===== src/rtl/multicycle_ctrl_if.sv =====
// Memory handshake between the multi-cycle RV32I controller and the shared
// instruction/data memory.
interface multicycle_ctrl_if;
  logic mem_req;
  logic mem_write;
  logic i_or_d;
  logic mem_ready;

  modport master (output mem_req, output mem_write, output i_or_d, input mem_ready);
  modport slave  (input mem_req, input mem_write, input i_or_d, output mem_ready);
endinterface


===== src/rtl/multicycle_ctrl.sv =====
// Control FSM for the multi-cycle RV32I core: sequences IF/ID/EX/MEM/WB against a
// shared memory, traps illegal opcodes and memory timeouts, counts cycles and retirements.
module multicycle_ctrl #(
  parameter int unsigned MEM_TIMEOUT = 15,
  parameter int unsigned CNT_WIDTH   = 32
) (
  input  logic                 clk,
  input  logic                 rst_n,
  multicycle_ctrl_if.master    mem_if,
  input  logic [6:0]           opcode_i,
  input  logic                 bcond_i,
  input  logic                 halt_req_i,
  output logic                 ir_write_o,
  output logic                 pc_write_o,
  output logic [1:0]           pc_source_o,
  output logic                 reg_write_o,
  output logic [1:0]           wb_sel_o,
  output logic                 alu_src_a_o,
  output logic [1:0]           alu_src_b_o,
  output logic [1:0]           alu_class_o,
  output logic [2:0]           state_o,
  output logic                 is_halted_o,
  output logic                 error_o,
  output logic [CNT_WIDTH-1:0] cycle_count_o,
  output logic [CNT_WIDTH-1:0] retire_count_o
);

  typedef enum logic [2:0] {
    ST_IF   = 3'd0,
    ST_ID   = 3'd1,
    ST_EX   = 3'd2,
    ST_MEM  = 3'd3,
    ST_WB   = 3'd4,
    ST_HALT = 3'd5,
    ST_ERR  = 3'd6,
    ST_BAD  = 3'd7
  } state_e;

  localparam logic [6:0] OP_R     = 7'b0110011;
  localparam logic [6:0] OP_I     = 7'b0010011;
  localparam logic [6:0] OP_LD    = 7'b0000011;
  localparam logic [6:0] OP_ST    = 7'b0100011;
  localparam logic [6:0] OP_BR    = 7'b1100011;
  localparam logic [6:0] OP_JAL   = 7'b1101111;
  localparam logic [6:0] OP_JALR  = 7'b1100111;
  localparam logic [6:0] OP_LUI   = 7'b0110111;
  localparam logic [6:0] OP_AUIPC = 7'b0010111;
  localparam logic [6:0] OP_SYS   = 7'b1110011;
  localparam logic [7:0] TIMEOUT_C = 8'(MEM_TIMEOUT);

  state_e               state_q, state_d;
  logic [7:0]           wait_q, wait_d, wait_inc_s;
  logic                 halted_q, error_q;
  logic [CNT_WIDTH-1:0] cycle_q, retire_q;
  logic                 mem_req_s, mem_write_s, i_or_d_s, ir_write_s;
  logic                 pc_write_s, reg_write_s, alu_src_a_s, retire_s;
  logic [1:0]           pc_source_s, wb_sel_s, alu_src_b_s, alu_class_s;

  function automatic logic is_legal(input logic [6:0] op);
    case (op)
      OP_R, OP_I, OP_LD, OP_ST, OP_BR, OP_JAL, OP_JALR, OP_LUI, OP_AUIPC: is_legal = 1'b1;
      default: is_legal = 1'b0;
    endcase
  endfunction

  assign wait_inc_s = wait_q + 8'd1;

  // Next-state and control decode; ready wins over a timeout in the same cycle.
  always_comb begin
    state_d     = state_q;
    wait_d      = 8'd0;
    mem_req_s   = 1'b0;
    mem_write_s = 1'b0;
    i_or_d_s    = 1'b0;
    ir_write_s  = 1'b0;
    pc_write_s  = 1'b0;
    pc_source_s = 2'd0;
    reg_write_s = 1'b0;
    wb_sel_s    = 2'd0;
    alu_src_a_s = 1'b0;
    alu_src_b_s = 2'd0;
    alu_class_s = 2'd0;
    retire_s    = 1'b0;
    case (state_q)
      ST_IF: begin
        mem_req_s = 1'b1;
        if (mem_if.mem_ready) begin
          ir_write_s = 1'b1;
          state_d    = ST_ID;
        end else if (wait_inc_s == TIMEOUT_C) begin
          state_d = ST_ERR;
        end else begin
          wait_d = wait_inc_s;
        end
      end
      ST_ID: begin
        if (opcode_i == OP_SYS) begin
          if (halt_req_i) begin
            state_d = ST_HALT;
          end else begin
            pc_write_s = 1'b1;
            retire_s   = 1'b1;
            state_d    = ST_IF;
          end
        end else if (is_legal(opcode_i)) begin
          state_d = ST_EX;
        end else begin
          state_d = ST_ERR;
        end
      end
      ST_EX: begin
        case (opcode_i)
          OP_R: begin
            alu_class_s = 2'd2;
            state_d     = ST_WB;
          end
          OP_I: begin
            alu_src_b_s = 2'd1;
            alu_class_s = 2'd2;
            state_d     = ST_WB;
          end
          OP_LUI: begin
            alu_src_b_s = 2'd1;
            state_d     = ST_WB;
          end
          OP_AUIPC: begin
            alu_src_a_s = 1'b1;
            alu_src_b_s = 2'd1;
            state_d     = ST_WB;
          end
          OP_LD, OP_ST: begin
            alu_src_b_s = 2'd1;
            state_d     = ST_MEM;
          end
          OP_BR: begin
            alu_class_s = 2'd1;
            pc_write_s  = 1'b1;
            if (bcond_i) begin
              pc_source_s = 2'd1;
            end else begin
              pc_source_s = 2'd0;
            end
            retire_s = 1'b1;
            state_d  = ST_IF;
          end
          OP_JAL: begin
            reg_write_s = 1'b1;
            wb_sel_s    = 2'd2;
            pc_write_s  = 1'b1;
            pc_source_s = 2'd1;
            retire_s    = 1'b1;
            state_d     = ST_IF;
          end
          OP_JALR: begin
            alu_src_b_s = 2'd1;
            reg_write_s = 1'b1;
            wb_sel_s    = 2'd2;
            pc_write_s  = 1'b1;
            pc_source_s = 2'd2;
            retire_s    = 1'b1;
            state_d     = ST_IF;
          end
          default: state_d = ST_ERR;
        endcase
      end
      ST_MEM: begin
        mem_req_s   = 1'b1;
        i_or_d_s    = 1'b1;
        mem_write_s = (opcode_i == OP_ST);
        if (mem_if.mem_ready) begin
          if (opcode_i == OP_ST) begin
            pc_write_s = 1'b1;
            retire_s   = 1'b1;
            state_d    = ST_IF;
          end else begin
            state_d = ST_WB;
          end
        end else if (wait_inc_s == TIMEOUT_C) begin
          state_d = ST_ERR;
        end else begin
          wait_d = wait_inc_s;
        end
      end
      ST_WB: begin
        reg_write_s = 1'b1;
        if (opcode_i == OP_LD) begin
          wb_sel_s = 2'd1;
        end else begin
          wb_sel_s = 2'd0;
        end
        pc_write_s = 1'b1;
        retire_s   = 1'b1;
        state_d    = ST_IF;
      end
      ST_HALT: state_d = ST_HALT;
      ST_ERR:  state_d = ST_ERR;
      default: state_d = ST_ERR;
    endcase
  end

  // State register and memory wait counter.
  always_ff @(posedge clk or negedge rst_n) begin
    if (!rst_n) begin
      state_q <= ST_IF;
      wait_q  <= 8'd0;
    end else begin
      state_q <= state_d;
      wait_q  <= wait_d;
    end
  end

  // Sticky halt/error flags, set as the FSM enters the terminal state.
  always_ff @(posedge clk or negedge rst_n) begin
    if (!rst_n) begin
      halted_q <= 1'b0;
      error_q  <= 1'b0;
    end else begin
      halted_q <= halted_q | (state_d == ST_HALT);
      error_q  <= error_q | (state_d == ST_ERR);
    end
  end

  // Performance counters; frozen in HALT/ERR and the unreachable encoding.
  always_ff @(posedge clk or negedge rst_n) begin
    if (!rst_n) begin
      cycle_q  <= '0;
      retire_q <= '0;
    end else begin
      if (state_q <= ST_WB) begin
        cycle_q <= cycle_q + CNT_WIDTH'(1);
      end
      if (retire_s) begin
        retire_q <= retire_q + CNT_WIDTH'(1);
      end
    end
  end

  // Gating with rst_n forces every control output low the instant reset asserts.
  assign mem_if.mem_req   = mem_req_s & rst_n;
  assign mem_if.mem_write = mem_write_s & rst_n;
  assign mem_if.i_or_d    = i_or_d_s & rst_n;
  assign ir_write_o       = ir_write_s & rst_n;
  assign pc_write_o       = pc_write_s & rst_n;
  assign pc_source_o      = pc_source_s & {2{rst_n}};
  assign reg_write_o      = reg_write_s & rst_n;
  assign wb_sel_o         = wb_sel_s & {2{rst_n}};
  assign alu_src_a_o      = alu_src_a_s & rst_n;
  assign alu_src_b_o      = alu_src_b_s & {2{rst_n}};
  assign alu_class_o      = alu_class_s & {2{rst_n}};
  assign state_o          = state_q;
  assign is_halted_o      = halted_q;
  assign error_o          = error_q;
  assign cycle_count_o    = cycle_q;
  assign retire_count_o   = retire_q;

endmodule


===== src/flat_wrapper.sv =====
// flat-port wrapper written by rule: the top's interface ports become plain ports
module multicycle_ctrl_flat 
#(
  parameter int unsigned MEM_TIMEOUT = 15,
  parameter int unsigned CNT_WIDTH   = 32
)
  (clk, rst_n, opcode_i, bcond_i, halt_req_i, ir_write_o, pc_write_o, pc_source_o, reg_write_o, wb_sel_o, alu_src_a_o, alu_src_b_o, alu_class_o, state_o, is_halted_o, error_o, cycle_count_o, retire_count_o, mem_if_mem_req, mem_if_mem_write, mem_if_i_or_d, mem_if_mem_ready);
  multicycle_ctrl_if mem_if_i ();
  input  logic clk;
  input  logic rst_n;
  input  logic [6:0] opcode_i;
  input  logic bcond_i;
  input  logic halt_req_i;
  output logic ir_write_o;
  output logic pc_write_o;
  output logic [1:0] pc_source_o;
  output logic reg_write_o;
  output logic [1:0] wb_sel_o;
  output logic alu_src_a_o;
  output logic [1:0] alu_src_b_o;
  output logic [1:0] alu_class_o;
  output logic [2:0] state_o;
  output logic is_halted_o;
  output logic error_o;
  output logic [CNT_WIDTH-1:0] cycle_count_o;
  output logic [CNT_WIDTH-1:0] retire_count_o;
  output wire logic [$bits(mem_if_i.mem_req)-1:0] mem_if_mem_req;
  output wire logic [$bits(mem_if_i.mem_write)-1:0] mem_if_mem_write;
  output wire logic [$bits(mem_if_i.i_or_d)-1:0] mem_if_i_or_d;
  input wire logic [$bits(mem_if_i.mem_ready)-1:0] mem_if_mem_ready;
  assign mem_if_mem_req = mem_if_i.mem_req;
  assign mem_if_mem_write = mem_if_i.mem_write;
  assign mem_if_i_or_d = mem_if_i.i_or_d;
  assign mem_if_i.mem_ready = mem_if_mem_ready;
  multicycle_ctrl #(.MEM_TIMEOUT(MEM_TIMEOUT), .CNT_WIDTH(CNT_WIDTH)) u_core (.clk(clk), .rst_n(rst_n), .mem_if(mem_if_i), .opcode_i(opcode_i), .bcond_i(bcond_i), .halt_req_i(halt_req_i), .ir_write_o(ir_write_o), .pc_write_o(pc_write_o), .pc_source_o(pc_source_o), .reg_write_o(reg_write_o), .wb_sel_o(wb_sel_o), .alu_src_a_o(alu_src_a_o), .alu_src_b_o(alu_src_b_o), .alu_class_o(alu_class_o), .state_o(state_o), .is_halted_o(is_halted_o), .error_o(error_o), .cycle_count_o(cycle_count_o), .retire_count_o(retire_count_o));
endmodule

===== config.mk =====
export PLATFORM = sky130hd
export DESIGN_NAME = multicycle_ctrl_flat
export DESIGN_NICKNAME = d
export VERILOG_FILES = /design/src/rtl/multicycle_ctrl_if.sv /design/src/rtl/multicycle_ctrl.sv /design/src/flat_wrapper.sv
export SDC_FILE = /design/constraint.sdc
export NUM_CORES = 1
export LEC_CHECK = 0
export ABC_AREA = 1
export BUFFER_PORTS_ARGS = -buffer_cell sky130_fd_sc_hd__buf_2
export CAP_MARGIN = 0
export CORE_MARGIN = 2
export CORE_UTILIZATION = 61
export DETAILED_ROUTE_END_ITERATION = 7
export GPL_ROUTABILITY_DRIVEN = 1
export GPL_TIMING_DRIVEN = 0
export PLACE_DENSITY = 0.87
export SYNTH_ARGS = -nofsm -noshare
export SYNTH_HDL_FRONTEND = slang
export SYNTH_SLANG_ARGS = --single-unit

===== constraint.sdc =====
create_clock -name clk -period 5.3 [get_ports clk]
set_clock_uncertainty 0.1 [all_clocks]
set_input_delay 0 -clock clk [delete_from_list [all_inputs] [get_ports clk]]
set_output_delay 0 -clock clk [all_outputs]
set_load 0.05 [all_outputs]

==> reports/metrics.csv, run 1 <==
stage,metric,value,unit
placement,Routability Congestion,0.9857,
job,maxcap violations,0,
synthesis,Most used DFF post-synth,dfrtp_1,
route,wire length on met3,735,µm
timing,Hold Slack,0.04017,ns
critical_path,crit path DAT,2.22,ns
synthesis,Synth top cells by count,"nand2_1, dfrtp_1, nor2_1",
floorplan,initial core utilization,61.83,%
placement,post-DP HPWL,9012,µm
synthesis,synth unique cells,36,
layout,footprint of the multi-input gates,2693,µm²
critical_path,CP max FO,10,
grt,GRT Residual Overflow,0,
critical_path,reg2reg path depth,7,
critical_path,critical path class,reg -> out,
route,WL/cell,13.73,µm
timing,Final TNS setup,0,ns
critical_path,reg2reg setup slack,3.31,ns
synthesis,Mapped Cells,642,
layout,Reg area,1927,µm²
route,total routed wirelength,11810,µm
clock_network,CTS buffer count,9,
synthesis,count of flip-flops with a built-in enable after synthesis,0,
layout,Layout Nets,766,
critical_path,CP Launch Type,register,
timing,crit path time final,2.317,ns
timing,Final Hold Fails,0,
power,Pwr Total,1.137,mW
route,drt first pass iters,5,
power,VDD IR max,0.1548,mV
synthesis,Yosys warning total,0,
synthesis,Avg Synthesized Cell Area,7.794,µm²
clock_network,CTS Root Cell,clkbuf_8,
status,status,"finished, final reports clean",
route,DRC viols,0,
clock_network,Longest Clk Path Bufs,2,
placement,DP Cell Count,842,
grt,first-pass GRT wire length,19820,µm
grt,initial antenna violation count,0,
synthesis,Post-Synthesis Net Count,658,
synthesis,"count leader, synth",nand2_1,
timing,RSZ-0062 raised after global routing,false,
critical_path,Worst R2R Start,u_core.retire_count_o[0]$_DFFE_PN0P_,
synthesis,async set-reset flop share out of synthesis,100.0,%
synthesis,Yosys top cell area share,38.51,%
clock_network,CTS HTree Levels,3,
critical_path,CP required,5.20,ns
clock_network,Clock Latency Late Sink,0.35,ns
route,DR vias,4633,
grt,vias in the first global route,4391,
layout,fin cells,860,
floorplan,core area,8093,µm²
clock_network,setup bufs post-CTS,0,
timing,FMAX,0.4317,GHz
hold_path,Hold WC Path Type,in -> async,
route,top layer in use,met4,
floorplan,die height,94.57,µm
floorplan,num ports,96,
grt,overall routing resource usage,27.91,%
timing,Final Max Tran Viols,0,
route,Initial DRC Count,203,
floorplan,Die X,94.57,µm
route,met1 wire length,4894,µm
critical_path,CP endpoint kind,output port,
layout,fraction of final layout cells with drive strength greater than 1,26.09,%
synthesis,largest cells by area after synthesis,"dfrtp_1, nand2_1, xor2_1",
power,Leakage,3.069,nW
clock_network,CTS tree,done,
route,Detail Route Antenna Nets,0,
synthesis,Mapped Area,5004,µm²
placement,PortBufs,94,
route,average vias per placed instance,5.387,
critical_path,Worst R2R End,u_core.retire_count_o[30]$_DFFE_PN0P_,
synthesis,sequential share of the synthesized area,38.51,%
layout,final core occ,72.68,%
layout,area grow syn2layout,17.55,%
clock_network,clk slew on worst S/H paths,0.09,ns
layout,Filler cells,678,
clock_network,clk sinks,77,
floorplan,DIE AREA,8943,µm²
route,met2 wire length,6040,µm
floorplan,Placement Rows,33,
power,power density cells,193.4,nW/µm²
timing,final setup vio count,0,
synthesis,register bit count reported by yosys,77,
layout,# diodes,0,
timing,Final period util,43.71,%
synthesis,largest area contributor in the netlist,dfrtp_1,
grt,largest net degree at the start of global routing,47,
[worst max-delay path by stage]
stage,depth (start not counted),to,startpoint
global route,9,pc_write_o,u_core.state_o[2]$_DFF_PN0_
detailed placement,9,pc_write_o,u_core.state_o[2]$_DFF_PN0_
finish,7,pc_write_o,u_core.state_o[2]$_DFF_PN0_
global placement,4,wb_sel_o[0],rst_n
floorplan,4,alu_class_o[0],u_core.state_o[2]$_DFF_PN0_
CTS,7,pc_write_o,u_core.state_o[2]$_DFF_PN0_
[power breakdown]
| group | leakage [nW] | switching, mW | internal, mW | total (mW) |
|---|---|---|---|---|
| Clock | 0.111 | 0.241 | 0.271 | 0.513 |
| Combinational | 1.93 | 0.0273 | 0.00995 | 0.0372 |
| Sequential | 1.03 | 0.000397 | 0.587 | 0.587 |
| Total | 3.07 | 0.269 | 0.868 | 1.14 |
[layout by cell type, fill, tap and decap left out, types with 17 or more instances in the layout]
master / n
nand2_1: 191
nand4_1: 17
inv_1: 55
buf_2: 95
nor3_1: 26
xnor2_1: 17
dfrtp_1: 77
xor2_1: 42
nand3_2: 23
nor2_1: 69
nand3_1: 29
[area by class of cell]
| class | count | area share, % |
|---|---|---|
| Buffer | 12 | 2.255 |
| Clock buffer | 9 | 2.106 |
| Clock inverter | 7 | 1.744 |
| Inverter | 67 | 4.276 |
| Multi-Input combinational cell | 486 | 45.78 |
| Sequential cell | 77 | 32.76 |
| Tap cell | 105 | 2.234 |
| Timing Repair Buffer | 97 | 8.849 |
[worst max-delay path, stage by stage, from the launching register on]
cell and delay [ns]:
dfrtp_1 0.40, buf_6 0.15, nor3_2 0.37, nand2_2 0.13, buf_2 0.21, buf_6 0.17
a21oi_2 0.15, buf_2 0.28
[metal layers]
layer,vias to the layer above,global-route usage (%)
met2,172,47.20
met4,0,9.662
li1,2252,-
met3,16,4.549
met1,2193,36.52
met5,-,0
[stage by stage]
| step | worst slack (ns) | instance area, µm² |
|---|---|---|
| 2_1_floorplan | 2.457 | 5004 |
| 3_3_place_gp | 2.723 | 5605 |
| 3_5_place_dp | 3.358 | 5635 |
| 4_1_cts | 2.962 | 5882 |
| 5_1_grt | 2.837 | 5882 |
| 6_report | 2.983 | 5882 |
[kinds of logic after synthesis]
logic type / count (synthesis) / synth area share [%]
xor+xnor: 59 / 10.33
flops: 77 / 38.51
fa+ha+maj: 4 / 1.000
buf+inv: 79 / 7.677
other cells: 1 / 0.07495
compound gates: 24 / 2.751
simple gates: 398 / 39.66
[what timing repair did]
| item | 4_1_cts | 5_1_grt |
|---|---|---|
| hold endpoints to repair | 83 | 0 |
| resized for setup | 0 | 0 |
| hold buffers | 2 | 0 |
[flip-flops by register name, summed over array words and instances, names as in the netlist]
signal,count
u_core.cycle_count_o,32
u_core.state_o,3
u_core.error_o,1
u_core.is_halted_o,1
u_core.wait_q,8
u_core.retire_count_o,32
Note: power is estimated with default switching activity, not from simulation.
==> inputs of run 2 (changes only) <==
Settings changed: CORE_UTILIZATION 61 to 56, PLACE_DENSITY 0.87 to 0.81.
Clock period 5.3 ns to 2.15 ns, I/O delays scaled along.
==> reports/metrics.csv, run 2 (same netlist as run 1, synthesis figures left out) <==
stage,metric,value,unit
power,clock share of power,42.4,%
critical_path,crit path cell chain,"inv_4, nand2_2, nor4_4, nor3_4, buf_6, buf_12, a21oi_4, buf_6",
layout,fraction of final layout cells with drive strength greater than 1,28.18,%
layout,final core occ,70.36,%
power,switching share of power,25.05,%
route,DRC viols,0,
route,DR vias,4654,
power,combinational share of power,4.8,%
route,Initial DRC Count,284,
grt,initial antenna violation count,0,
power,VDD IR max,0.3324,mV
clock_network,CTS buffer count,9,
timing,Final Hold Fails,0,
clock_network,CTS Root Cell,clkbuf_8,
grt,largest net degree at the start of global routing,52,
power,Reg power frac,52.9,%
route,Detail Route Antenna Nets,0,
clock_network,Clock Latency Late Sink,0.36,ns
placement,pre-CTS setup slack,0.2095,ns
floorplan,die height,98.53,µm
critical_path,critical path's largest stage delay,0.45,ns
timing,Final TNS setup,0,ns
critical_path,CP Launch Type,register,
power,P_int,2.053,mW
route,drt first pass iters,6,
critical_path,critical path class,reg -> out,
job,maxcap violations,0,
layout,"most common cell after layout, fill and taps aside",nand2_1,
timing,FMAX,0.4843,GHz
clock_network,CTS tree,done,
critical_path,CP endpoint kind,output port,
grt,vias in the first global route,4379,
layout,Layout Nets,774,
status,status,"finished, final reports clean",
layout,# diodes,0,
power,power density cells,448.6,nW/µm²
floorplan,num ports,96,
floorplan,core area,8678,µm²
layout,post-route cell area,6106,µm²
hold_path,Hold WC Path Type,in -> async,
floorplan,DIE AREA,9707,µm²
critical_path,cell mode on critical path,buf_6,
timing,Final period util,96.04,%
clock_network,clk slew on worst S/H paths,0.10,ns
timing,RSZ-0062 raised after global routing,true,
clock_network,Longest Clk Path Bufs,2,
power,Leakage,3.153,nW
clock_network,CTS HTree Levels,3,
grt,overall routing resource usage,25.80,%
layout,area grow syn2layout,22.03,%
timing,final setup vio count,0,
route,average vias per placed instance,5.343,
layout,most frequent cells in the layout,"nand2_1, buf_2, dfrtp_1, nor2_1, inv_1",
critical_path,crit path DAT,1.96,ns
placement,PortBufs,94,
critical_path,CP max FO,10,
floorplan,initial core utilization,57.66,%
critical_path,CP max stage cell,dfrtp_2,
route,total routed wirelength,12360,µm
critical_path,CP required,2.05,ns
power,Switching Power,686.3,µW
placement,"Cell Area, Placed",5684,µm²
placement,post-DP HPWL,9074,µm
timing,crit path time final,2.065,ns
floorplan,Die X,98.53,µm
timing,Final Max Tran Viols,0,
timing,slack of the critical path,0.08522,ns
floorplan,Placement Rows,34,
grt,first-pass GRT wire length,20640,µm
grt,GRT Residual Overflow,0,
placement,Routability Congestion,0.9689,
clock_network,clk sinks,77,
route,WL/cell,14.19,µm
-- run 2: changes by cell type in the layout (fill, tap and decap cells not counted), moves of 2 or more --
| cell | change |
|---|---|
| buf_12 | +6 |
| buf_2 | -2 |
| buf_4 | +2 |
| dfrtp_1 | -2 |
| dfrtp_2 | +2 |
| nor3_1 | -2 |
| nor4_1 | -3 |
| nor4_2 | +2 |
-- run 2: layout make-up --
type,count,area (µm²)
tap,108,135.1
fill,726,2572
inverter,67,254.0
buffer,11,127.6
clock inverter,7,82.58
sequential,77,1929
multi-input combinational,486,2764
clock buffer,9,123.9
timing repair buffer,106,689.4
-- run 2: worst paths after layout --
check / start / end / slack [ns] / cells after the start
worst min-delay path: rst_n / u_core.cycle_count_o[23]$_DFFE_PN0P_ / 0.03 / 7
max in group asynchronous: rst_n / u_core.cycle_count_o[17]$_DFFE_PN0P_ / 1.20 / 8
worst max-delay path: u_core.state_o[1]$_DFF_PN0_ / pc_write_o / 0.09 / 8
worst min register to register: u_core.error_o$_DFF_PN0_ / u_core.error_o$_DFF_PN0_ / 0.37 / 2
worst max register to register: u_core.retire_count_o[0]$_DFFE_PN0P_ / u_core.retire_count_o[26]$_DFFE_PN0P_ / 0.22 / 8
min in group clk: halt_req_i / u_core.state_o[2]$_DFF_PN0_ / 0.03 / 5
-- run 2: power by group through the flow --
stage | Combinational [mW] | Sequential [mW] | Clock (mW)
floorplan | 0.0316 | 1.48 | 0
global placement | 0.0848 | 1.48 | 0
detailed placement | 0.0940 | 1.48 | 0
CTS | 0.132 | 1.45 | 1.19
global route | 0.142 | 1.45 | 1.26
finish | 0.131 | 1.45 | 1.16
-- run 2: per-stage QoR --
stage | std cells | total power, mW | hold slack [ns]
3_5_place_dp | 845 | 1.571 | -0.1487
2_1_floorplan | 642 | 1.511 | -0.3956
4_1_cts | 870 | 2.767 | 0.01636
5_1_grt | 871 | 2.846 | 0.03767
3_3_place_gp | 844 | 1.562 | 0.2707
6_report | 871 | 2.739 | 0.03147
-- run 2: worst max-delay path, delay by kind of cell (launching register included) --
family,cells,cell delay [ns]
buf+inv,4,0.58
compound gates,1,0.12
flops,1,0.45
simple gates,3,0.46
-- run 2: timing repair --
item | CTS | global route
pin swaps | 1 | 2
gates cloned | 0 | 0
hold buffers | 9 | 0
setup buffers | 0 | 2
setup endpoints to repair | 3 | 4
resized for setup | 7 | 4
hold endpoints to repair | 80 | 0
-- run 2: per-layer routing --
metal / up-vias / global-route usage [%] / wire (µm)
met5: - / 0 / 0
met3: 14 / 5.319 / 789
li1: 2280 / - / -
met4: 0 / 7.482 / 176
met1: 2210 / 34.34 / 5329
met2: 150 / 42.91 / 6063
